===== src/rtl/devision_seq_param.sv =====
// Restoring sequential divider: one quotient bit per clock, optional signed mode.
// Result after WIDTH+1 cycles (1 cycle for a zero divisor); start is ignored while busy.
module devision_seq_param #(
  parameter int WIDTH     = 16,
  parameter bit SIGNED_EN = 1'b1
) (
  input  logic             clk,
  input  logic             rst,
  input  logic             start,
  input  logic             sign_mode,
  input  logic [WIDTH-1:0] a,
  input  logic [WIDTH-1:0] b,
  output logic             busy,
  output logic             done,
  output logic             div_by_zero,
  output logic [WIDTH-1:0] y,
  output logic [WIDTH-1:0] remainder
);

  localparam int CW = (WIDTH > 1) ? $clog2(WIDTH) : 1;

  typedef enum logic [1:0] {IDLE, CALC, FIX} state_t;

  state_t           state, state_nxt;
  logic [CW-1:0]    cnt;
  logic [WIDTH:0]   prem;
  logic [WIDTH-1:0] dvd, dvs, a_lat;
  logic             q_neg, r_neg, zero;

  logic             mode, a_neg, b_neg;
  logic [WIDTH-1:0] a_mag, b_mag;
  logic [WIDTH+1:0] shifted, diff;

  assign mode  = sign_mode & SIGNED_EN;
  assign a_neg = mode & a[WIDTH-1];
  assign b_neg = mode & b[WIDTH-1];
  // The most-negative value negates to itself, which is already its correct unsigned magnitude.
  assign a_mag = a_neg ? -a : a;
  assign b_mag = b_neg ? -b : b;

  assign shifted = {prem, dvd[WIDTH-1]};
  assign diff    = shifted - {2'b00, dvs};
  assign busy    = (state != IDLE);

  always_ff @(posedge clk or posedge rst) begin
    if (rst) state <= IDLE;
    else     state <= state_nxt;
  end

  always_comb begin
    state_nxt = state;
    case (state)
      IDLE:    if (start) state_nxt = (b == '0) ? FIX : CALC;
      CALC:    if (cnt == CW'(WIDTH - 1)) state_nxt = FIX;
      FIX:     state_nxt = IDLE;
      default: state_nxt = IDLE;
    endcase
  end

  always_ff @(posedge clk or posedge rst) begin
    if (rst) begin
      cnt         <= '0;
      prem        <= '0;
      dvd         <= '0;
      dvs         <= '0;
      a_lat       <= '0;
      q_neg       <= 1'b0;
      r_neg       <= 1'b0;
      zero        <= 1'b0;
      done        <= 1'b0;
      div_by_zero <= 1'b0;
      y           <= '0;
      remainder   <= '0;
    end else begin
      done <= 1'b0;
      case (state)
        IDLE: begin
          if (start) begin
            cnt   <= '0;
            prem  <= '0;
            dvd   <= a_mag;
            dvs   <= b_mag;
            a_lat <= a;
            q_neg <= a_neg ^ b_neg;
            r_neg <= a_neg;
            zero  <= (b == '0);
          end
        end
        CALC: begin
          cnt <= cnt + 1'b1;
          // Negative trial difference means the divisor did not fit: keep the shifted value.
          if (!diff[WIDTH+1]) begin
            prem <= diff[WIDTH:0];
            dvd  <= {dvd[WIDTH-2:0], 1'b1};
          end else begin
            prem <= shifted[WIDTH:0];
            dvd  <= {dvd[WIDTH-2:0], 1'b0};
          end
        end
        FIX: begin
          done        <= 1'b1;
          div_by_zero <= zero;
          if (zero) begin
            y         <= '1;
            remainder <= a_lat;
          end else begin
            y         <= q_neg ? -dvd : dvd;
            remainder <= r_neg ? -prem[WIDTH-1:0] : prem[WIDTH-1:0];
          end
        end
        default: ;
      endcase
    end
  end

endmodule


===== config.mk =====
export PLATFORM = sky130hd
export DESIGN_NAME = devision_seq_param
export DESIGN_NICKNAME = d
export VERILOG_FILES = /design/src/rtl/devision_seq_param.sv
export SDC_FILE = /design/constraint.sdc
export NUM_CORES = 1
export LEC_CHECK = 0
export ABC_AREA = 0
export BUFFER_PORTS_ARGS = -buffer_cell sky130_fd_sc_hd__buf_2
export CAP_MARGIN = 30
export CORE_MARGIN = 1.5
export CORE_UTILIZATION = 58
export CTS_BUF_LIST = sky130_fd_sc_hd__clkbuf_8
export DETAILED_ROUTE_END_ITERATION = 12
export PLACE_DENSITY = 0.9
export SLEW_MARGIN = 0
export SYNTH_ARGS = -nofsm -noshare
export SYNTH_HDL_FRONTEND = slang
export SYNTH_SLANG_ARGS = --single-unit

===== constraint.sdc =====
create_clock -name clk -period 3.65 [get_ports clk]
set_clock_uncertainty 0.1 [all_clocks]
set_input_delay 0.365 -clock clk [delete_from_list [all_inputs] [get_ports clk]]
set_output_delay 0.365 -clock clk [all_outputs]
set_load 0.005 [all_outputs]

==> results of run 1 <==
==> power by group through the flow <==
stage          registers, W  logic [W]  clock network [W]
3_5_place_dp        0.00228    0.00367                  0
5_1_grt             0.00235    0.00417           0.000803
6_report            0.00228    0.00371           0.000748
4_1_cts             0.00226    0.00368           0.000753
2_1_floorplan       0.00213    0.00289                  0
3_3_place_gp        0.00226    0.00356                  0
==> metrics by stage <==
| stage | cell area (sq um) | util | hold WS (ns) | total power, W |
|---|---|---|---|---|
| finish | 7150 | 0.659 | 0.0169 | 0.00674 |
| global route | 7150 | 0.659 | 0.0764 | 0.00733 |
| CTS | 7150 | 0.659 | 0.0433 | 0.00670 |
| detailed placement | 6950 | 0.641 | 0.353 | 0.00595 |
| global placement | 6920 | 0.639 | 0.346 | 0.00581 |
| floorplan | 6470 | - | 0.345 | 0.00502 |
==> worst paths after layout <==
path                                             endpoint  slack (ns)  depth (start not counted)
worst max-delay path                 prem[14]$_DFFE_PP0P_        0.67                         11
worst min-delay path            remainder[12]$_DFFE_PP0P_        0.02                          2
worst max register to register       prem[14]$_DFFE_PP0P_        0.67                         11
worst min register to register          y[12]$_DFFE_PP0P_        0.37                          2
max in group asynchronous             dvs[15]$_DFFE_PP0P_        2.61                          3
min in group clk                     a_lat[5]$_DFFE_PP0P_        0.15                          3
==> critical path, delay by kind of cell (launching register included) <==
| family | cells | cell delay [ns] |
|---|---|---|
| AO/OA/AOI/OAI | 6 | 1.47 |
| adder cells (fa/ha/maj) | 2 | 0.57 |
| flip-flops | 1 | 0.42 |
| XOR/XNOR | 1 | 0.16 |
| buffers and inverters | 2 | 0.15 |
==> layer usage <==
metal  track usage  part of all wire  wire length (um)
met2         0.407              0.46              6870
met5             0                 0                 0
met1         0.363              0.44              6620
met4        0.0846             0.020               293
met3        0.0490             0.081              1220
==> state kept, by name (all words and copies together) (netlist names) <==
signal	flops
a_lat	16
dvs	16
done	1
zero	1
r_neg	1
remainder	16
q_neg	1
state	2
dvd	16
cnt	4
y	16
div_by_zero	1
prem	17
==> cells in the final DEF, fill, tap and decap left out, types with 6 or more instances in the layout <==
master,count
sky130_fd_sc_hd__nand2_1,136
sky130_fd_sc_hd__dfrtp_1,108
sky130_fd_sc_hd__buf_2,70
sky130_fd_sc_hd__o21ai_0,65
sky130_fd_sc_hd__nor2_1,50
sky130_fd_sc_hd__a21oi_1,47
sky130_fd_sc_hd__xor2_1,34
sky130_fd_sc_hd__inv_1,33
sky130_fd_sc_hd__o21ai_1,32
sky130_fd_sc_hd__xnor2_1,31
sky130_fd_sc_hd__nand3_1,27
sky130_fd_sc_hd__ha_1,21
sky130_fd_sc_hd__mux2i_1,16
sky130_fd_sc_hd__a22oi_1,15
sky130_fd_sc_hd__o31ai_1,13
sky130_fd_sc_hd__nor3_1,12
sky130_fd_sc_hd__clkbuf_8,9
sky130_fd_sc_hd__buf_4,9
sky130_fd_sc_hd__o21a_1,8
sky130_fd_sc_hd__or3_1,6
sky130_fd_sc_hd__a21o_1,6
==> area by class of cell <==
type                            count  area (sq um)
Tap cell                          140           175
Multi-Input combinational cell    586          3490
Fill cell                         893          3690
Sequential cell                   108          2700
Clock inverter                      6          71.3
Inverter                           35           134
Timing Repair Buffer               80           445
Clock buffer                        9           124
==> cells by family after synthesis <==
kind of cell    after synthesis  synth area share
buf+inv                      73            0.0433
compound gates              213             0.197
fa+ha+maj                    22            0.0437
simple gates                270             0.186
mux                          16            0.0247
xor+xnor                     65            0.0880
flops                       108             0.418
==> impl_metrics.sql, run 1 <==
INSERT INTO impl_metrics (metric_group, metric, value, unit) VALUES
('synthesis', 'syn-cell-area', '0.00647', 'sq mm'),
('synthesis', 'syn-num-nets', '825', ''),
('critical_path', 'cp-start-kind', 'flop', ''),
('route', 'drt_pass1_iterations', '4', ''),
('pwr', 'maximum_vdd_drop', '0.445', 'mV'),
('timing', 'slew-limit-headroom', '0.303', ''),
('pwr', 'seq_power_share', '0.338', ''),
('cells_and_area', 'antenna_cells', '0', ''),
('critical_path', 'cp_slowest_cell', 'sky130_fd_sc_hd__a221oi_1', ''),
('critical_path', 'crit_path_max_fanout', '3', ''),
('synthesis', 'seq_area_frac_synth', '0.418', ''),
('synthesis', 'synthTopCellsByArea', 'sky130_fd_sc_hd__dfrtp_1 42%, sky130_fd_sc_hd__nand2_1 7.9%, sky130_fd_sc_hd__o21ai_0 5.0%', ''),
('timing', 'period_minus_slack', '2.98', 'ns'),
('floorplan', 'floorplan.die.width', '109', 'um'),
('hold_path', 'hold_class', 'primary input to asynchronous set/reset pin', ''),
('synthesis', 'synthDominantAreaCellType', 'sky130_fd_sc_hd__dfrtp_1', ''),
('timing', 'hold_violations', '0', ''),
('critical_path', 'criticalPathCategory', 'flop to flop', ''),
('synthesis', 'synth_flop_cell', 'sky130_fd_sc_hd__dfrtp_1', ''),
('job', 'drv_cap', '0', ''),
('floorplan', 'floorplan.rows', '38', ''),
('synthesis', 'synth_top_cells_by_count', '137 x sky130_fd_sc_hd__nand2_1, 108 x sky130_fd_sc_hd__dfrtp_1, 65 x sky130_fd_sc_hd__o21ai_0, 50 x sky130_fd_sc_hd__nor2_1, 47 x sky130_fd_sc_hd__a21oi_1', ''),
('synthesis', 'synthDominantCellAreaShare', '0.418', ''),
('floorplan', 'start_util', '0.597', ''),
('place', 'post-place-cells', '949', ''),
('route', 'drc', '0', ''),
('clocking', 'post_cts_resized', '0', ''),
('pwr', 'p_leak', '3.36', 'nW'),
('synthesis', 'post_synth_edffs', '0', ''),
('cells_and_area', 'layout.cells.non_filler', '964', ''),
('clocking', 'cts_hold_buf', '0', ''),
('cells_and_area', 'final_net_count', '878', ''),
('global_route', 'globalRoute.totalOverflow', '0', ''),
('global_route', 'track_usage', '0.259', ''),
('timing', 'max_clock_freq', '336', 'MHz'),
('synthesis', 'post_synth.cell_area_avg', '8.44', 'sq um'),
('timing', 'timing.final.crit_share', '0.815', ''),
('critical_path', 'path_cells', 'inv_1 -> ha_1 -> inv_1 -> fa_1 -> a21o_1 -> a221oi_1 -> o21ai_1 -> a221o_1 -> a21oi_1 -> xor2_1 -> o21ai_1', ''),
('route', 'drt.antenna.violating_nets', '0', ''),
('status', 'run_status', 'finished, final reports clean', ''),
('timing', 'worst-slew-pin-transition', '1.05', 'ns'),
('route', 'routed_via_density', '5.90', ''),
('critical_path', 'critical_path_arrival', '3.14', 'ns'),
('global_route', 'grt_pass1_wl', '24000', 'um'),
('pwr', 'sw_frac_of_total', '0.457', ''),
('critical_path', 'setup.worst_path.start', 'dvd[15]$_DFFE_PP0P_', ''),
('pwr', 'combinationalPowerShare', '0.551', ''),
('global_route', 'grt_pass1_vias', '5121', ''),
('global_route', 'grt_antenna_before_repair', '1', ''),
('critical_path', 'slowest_delay', '0.48', 'ns'),
('synthesis', 'ys.warnings.count', '0', ''),
('clocking', 'tritoncts', 'built', ''),
('place', 'number_of_i_o_port_buffers', '70', ''),
('clocking', 'clock_insertion_delay_worst_skew', '0.38', 'ns'),
('clocking', 'clkSinkCount', '108', ''),
('clocking', 'tritoncts.num_buffers', '9', ''),
('place', 'finalWeightedCongestion', '1.02', ''),
('route', 'detailroute.via_count', '5691', ''),
('critical_path', 'worst_r2r_startpoint', 'dvd[15]$_DFFE_PP0P_', ''),
('floorplan', 'num_io_pins', '71', ''),
('synthesis', 'yosys.cell_types.count', '56', ''),
('clocking', 'postCtsSetupBuffers', '0', ''),
('critical_path', 'worst-endpoint-required', '3.82', 'ns'),
('floorplan', 'floorplan.die.height', '109', 'um'),
('synthesis', 'ys_ff_latch', '108', ''),
('clocking', 'clk_path_buf_depth', '2', ''),
('place', 'hpwlAfterDp', '11000', 'um'),
('critical_path', 'crit_path_end_kind', 'flop', ''),
('clocking', 'h_tree_depth', '3', ''),
('pwr', 'power_switching', '0.00308', 'W'),
('cells_and_area', 'drive_above_1_share', '0.127', '');
(Power assumes the default switching activity.)
==> run 2: changes to the inputs <==
clock period = 2.9 ns   (was 3.65 ns; I/O delays follow)
==> run 2 against run 1 <==
Effect of this change:
- hold slack improved by 0.060 ns
- maximum frequency rose by 9.6%
- sequential power rose by 25%
- flip-flop and latch count did not move
- largest cell class unchanged
- global-route usage rose by 0.69 points
- clock power rose by 17%
- largest power group unchanged
- via count fell by 0.16%
- critical path depth did not move
- count of clock-buffer cells in the layout did not move
- non-clock buffer count rose by 4
==> impl_metrics.sql, run 2 (synthesis gave the netlist of run 1 again) <==
INSERT INTO impl_metrics (metric_group, metric, value, unit) VALUES
('place', 'hpwlAfterDp', '11200', 'um'),
('cells_and_area', 'layout.cells.non_filler', '969', ''),
('pwr', 'p_leak', '3.38', 'nW'),
('cells_and_area', 'area_growth', '11.0', '%'),
('cells_and_area', 'final_cell_mix', '136 x sky130_fd_sc_hd__nand2_1, 108 x sky130_fd_sc_hd__dfrtp_1, 70 x sky130_fd_sc_hd__buf_2', ''),
('hold_path', 'hold_class', 'primary input to flop', ''),
('cells_and_area', 'regArea', '0.00270', 'sq mm'),
('clocking', 'h_tree_depth', '3', ''),
('cells_and_area', 'max_flop_register', 'prem', ''),
('floorplan', 'start_util', '0.597', ''),
('critical_path', 'worst-endpoint-required', '3.07', 'ns'),
('floorplan', 'floorplan.rows', '38', ''),
('floorplan', 'num_io_pins', '71', ''),
('cells_and_area', 'area_of_all_placed_cells_without_fillers', '0.00719', 'sq mm'),
('status', 'run_status', 'finished, final reports clean', ''),
('timing', 'period_minus_slack', '2.71', 'ns'),
('critical_path', 'crit_path_end_kind', 'flop', ''),
('cells_and_area', 'largest_register_ff_count', '17', ''),
('floorplan', 'design.die.area', '0.0118', 'sq mm'),
('clocking', 'clk_path_buf_depth', '2', ''),
('clocking', 'postCtsSetupBuffers', '0', ''),
('cells_and_area', 'number_of_fill_cells', '880', ''),
('route', 'drt_pass1_iterations', '5', ''),
('clocking', 'clock_insertion_delay_worst_skew', '0.38', 'ns'),
('critical_path', 'cp_slowest_cell', 'sky130_fd_sc_hd__dfrtp_1', ''),
('critical_path', 'critical_path_arrival', '2.88', 'ns'),
('clocking', 'clkSinkCount', '108', ''),
('critical_path', 'cp_top_family', 'compound AO/OA/AOI/OAI gates', ''),
('clocking', 'root_buffer', 'sky130_fd_sc_hd__clkbuf_8', ''),
('global_route', 'grt_pass1_wl', '24500', 'um'),
('route', 'postRouteWirelength', '15100', 'um'),
('clocking', 'tritoncts', 'built', ''),
('timing', 'hold_violations', '0', ''),
('route', 'detailroute.via_count', '5682', ''),
('job', 'drv_cap', '0', ''),
('critical_path', 'path_cells', 'inv_1 -> ha_1 -> inv_1 -> fa_1 -> a21o_1 -> a221oi_2 -> o21ai_1 -> a221o_1 -> a21oi_1 -> xor2_1 -> o21ai_1', ''),
('critical_path', 'criticalPathCategory', 'flop to flop', ''),
('cells_and_area', 'mostFrequentLayoutCell', 'sky130_fd_sc_hd__nand2_1', ''),
('timing', 'worst-slew-pin-transition', '0.931', 'ns'),
('critical_path', 'crit_path_max_fanout', '3', ''),
('clocking', 'clkSlewWorstSetupHoldPaths', '0.10', 'ns'),
('timing', 'slew-limit-headroom', '0.377', ''),
('cells_and_area', 'multi_input_comb_area', '0.00350', 'sq mm'),
('cells_and_area', 'antenna_cells', '0', ''),
('timing', 'finalWorstSetupSlack', '0.185', 'ns'),
('global_route', 'track_usage', '0.266', ''),
('place', 'finalWeightedCongestion', '1.04', ''),
('route', 'drc', '0', ''),
('route', 'drt.antenna.violating_nets', '0', ''),
('timing', 'timing.final.crit_share', '0.936', ''),
('pwr', 'total_power', '0.00858', 'W'),
('place', 'number_of_i_o_port_buffers', '70', ''),
('timing', 'max_clock_freq', '368', 'MHz'),
('critical_path', 'slowest_delay', '0.43', 'ns'),
('cells_and_area', 'final_net_count', '882', ''),
('route', 'drt_iter0_markers', '477', ''),
('place', 'dpl-instance-area', '0.00697', 'sq mm'),
('timing', 'finalSetupViolCount', '0', ''),
('pwr', 'maximum_vdd_drop', '0.610', 'mV'),
('route', 'detail_route.wl_per_cell', '15.6', 'um'),
('global_route', 'grt_pass1_vias', '5102', ''),
('route', 'routed_via_density', '5.86', ''),
('place', 'post-place-ws', '0.125', 'ns'),
('cells_and_area', 'drive_above_1_share', '0.131', ''),
('timing', 'setup_tns', '0', 'ns'),
('global_route', 'globalRoute.totalOverflow', '0', ''),
('global_route', 'grt_antenna_before_repair', '0', ''),
('pwr', 'pwr_density_cell', '1190', 'mW/mm^2'),
('timing', 'grt_setup_unrepaired', 'no', ''),
('critical_path', 'worstPathBufferInverterCount', '2', ''),
('critical_path', 'cp-start-kind', 'flop', ''),
('floorplan', 'fp.coreArea', '0.0108', 'sq mm'),
('floorplan', 'floorplan.die.width', '109', 'um'),
('floorplan', 'floorplan.die.height', '109', 'um'),
('clocking', 'tritoncts.num_buffers', '9', ''),
('global_route', 'maximum_number_of_pins_on_one_net_before_global_route_repair', '59', ''),
('timing', 'report.final.slew_viol_count', '0', ''),
('place', 'post-place-cells', '951', '');
==> run 2: cell type report <==
type | count | share of cell area
multi-input cells | 586 | 0.487
flip-flops and latches | 108 | 0.376
repair buffers | 84 | 0.0682
well taps | 140 | 0.0244
inverters | 35 | 0.0188
clock buffers | 9 | 0.0172
clock inverters | 7 | 0.00818
==> run 2: worst paths after layout <==
path / slack (ns) / end / depth (start not counted) / from
min in group asynchronous: 0.44 / remainder[13]$_DFFE_PP0P_ / 3 / rst
max: 0.19 / prem[14]$_DFFE_PP0P_ / 11 / dvd[15]$_DFFE_PP0P_
max in group asynchronous: 1.55 / dvd[3]$_DFFE_PP0P_ / 4 / rst
min: 0.08 / a_lat[5]$_DFFE_PP0P_ / 3 / a[5]
min reg2reg: 0.38 / y[0]$_DFFE_PP0P_ / 2 / y[0]$_DFFE_PP0P_
max reg2reg: 0.19 / prem[14]$_DFFE_PP0P_ / 11 / dvd[15]$_DFFE_PP0P_
==> run 2: what timing repair did <==
action	in CTS	in global routing
endpoints found under the setup margin	0	1
hold buffers	1	0
resized for setup	0	1
endpoints found under the hold margin	28	0
==> run 2: power by group <==
part / switching [W] / internal (W) / total [W]
registers: 0.000685 / 0.00218 / 0.00286
logic: 0.00271 / 0.00213 / 0.00484
clock network: 0.000545 / 0.000328 / 0.000873
total: 0.00394 / 0.00464 / 0.00858
==> run 2: worst reg2reg max path, delay by kind of cell, from the launching register on <==
family	cells	cell delay, ns
compound gates	6	1.22
fa+ha+maj	2	0.56
flops	1	0.43
buf+inv	2	0.15
xor+xnor	1	0.15
==> run 2: per-stage QoR <==
step | utilization | hold slack (ns)
after floorplan | - | 0.295
after global placement | 0.643 | 0.298
after detailed placement | 0.643 | 0.304
after CTS | 0.661 | 0.0653
after global routing | 0.663 | 0.0609
final | 0.663 | 0.0769
==> run 2: routing by layer <==
metal / share of wire / GRT usage
met3: 0.061 / 0.0448
met4: 0.021 / 0.0959
met1: 0.44 / 0.360
met5: 0 / 0
met2: 0.48 / 0.433
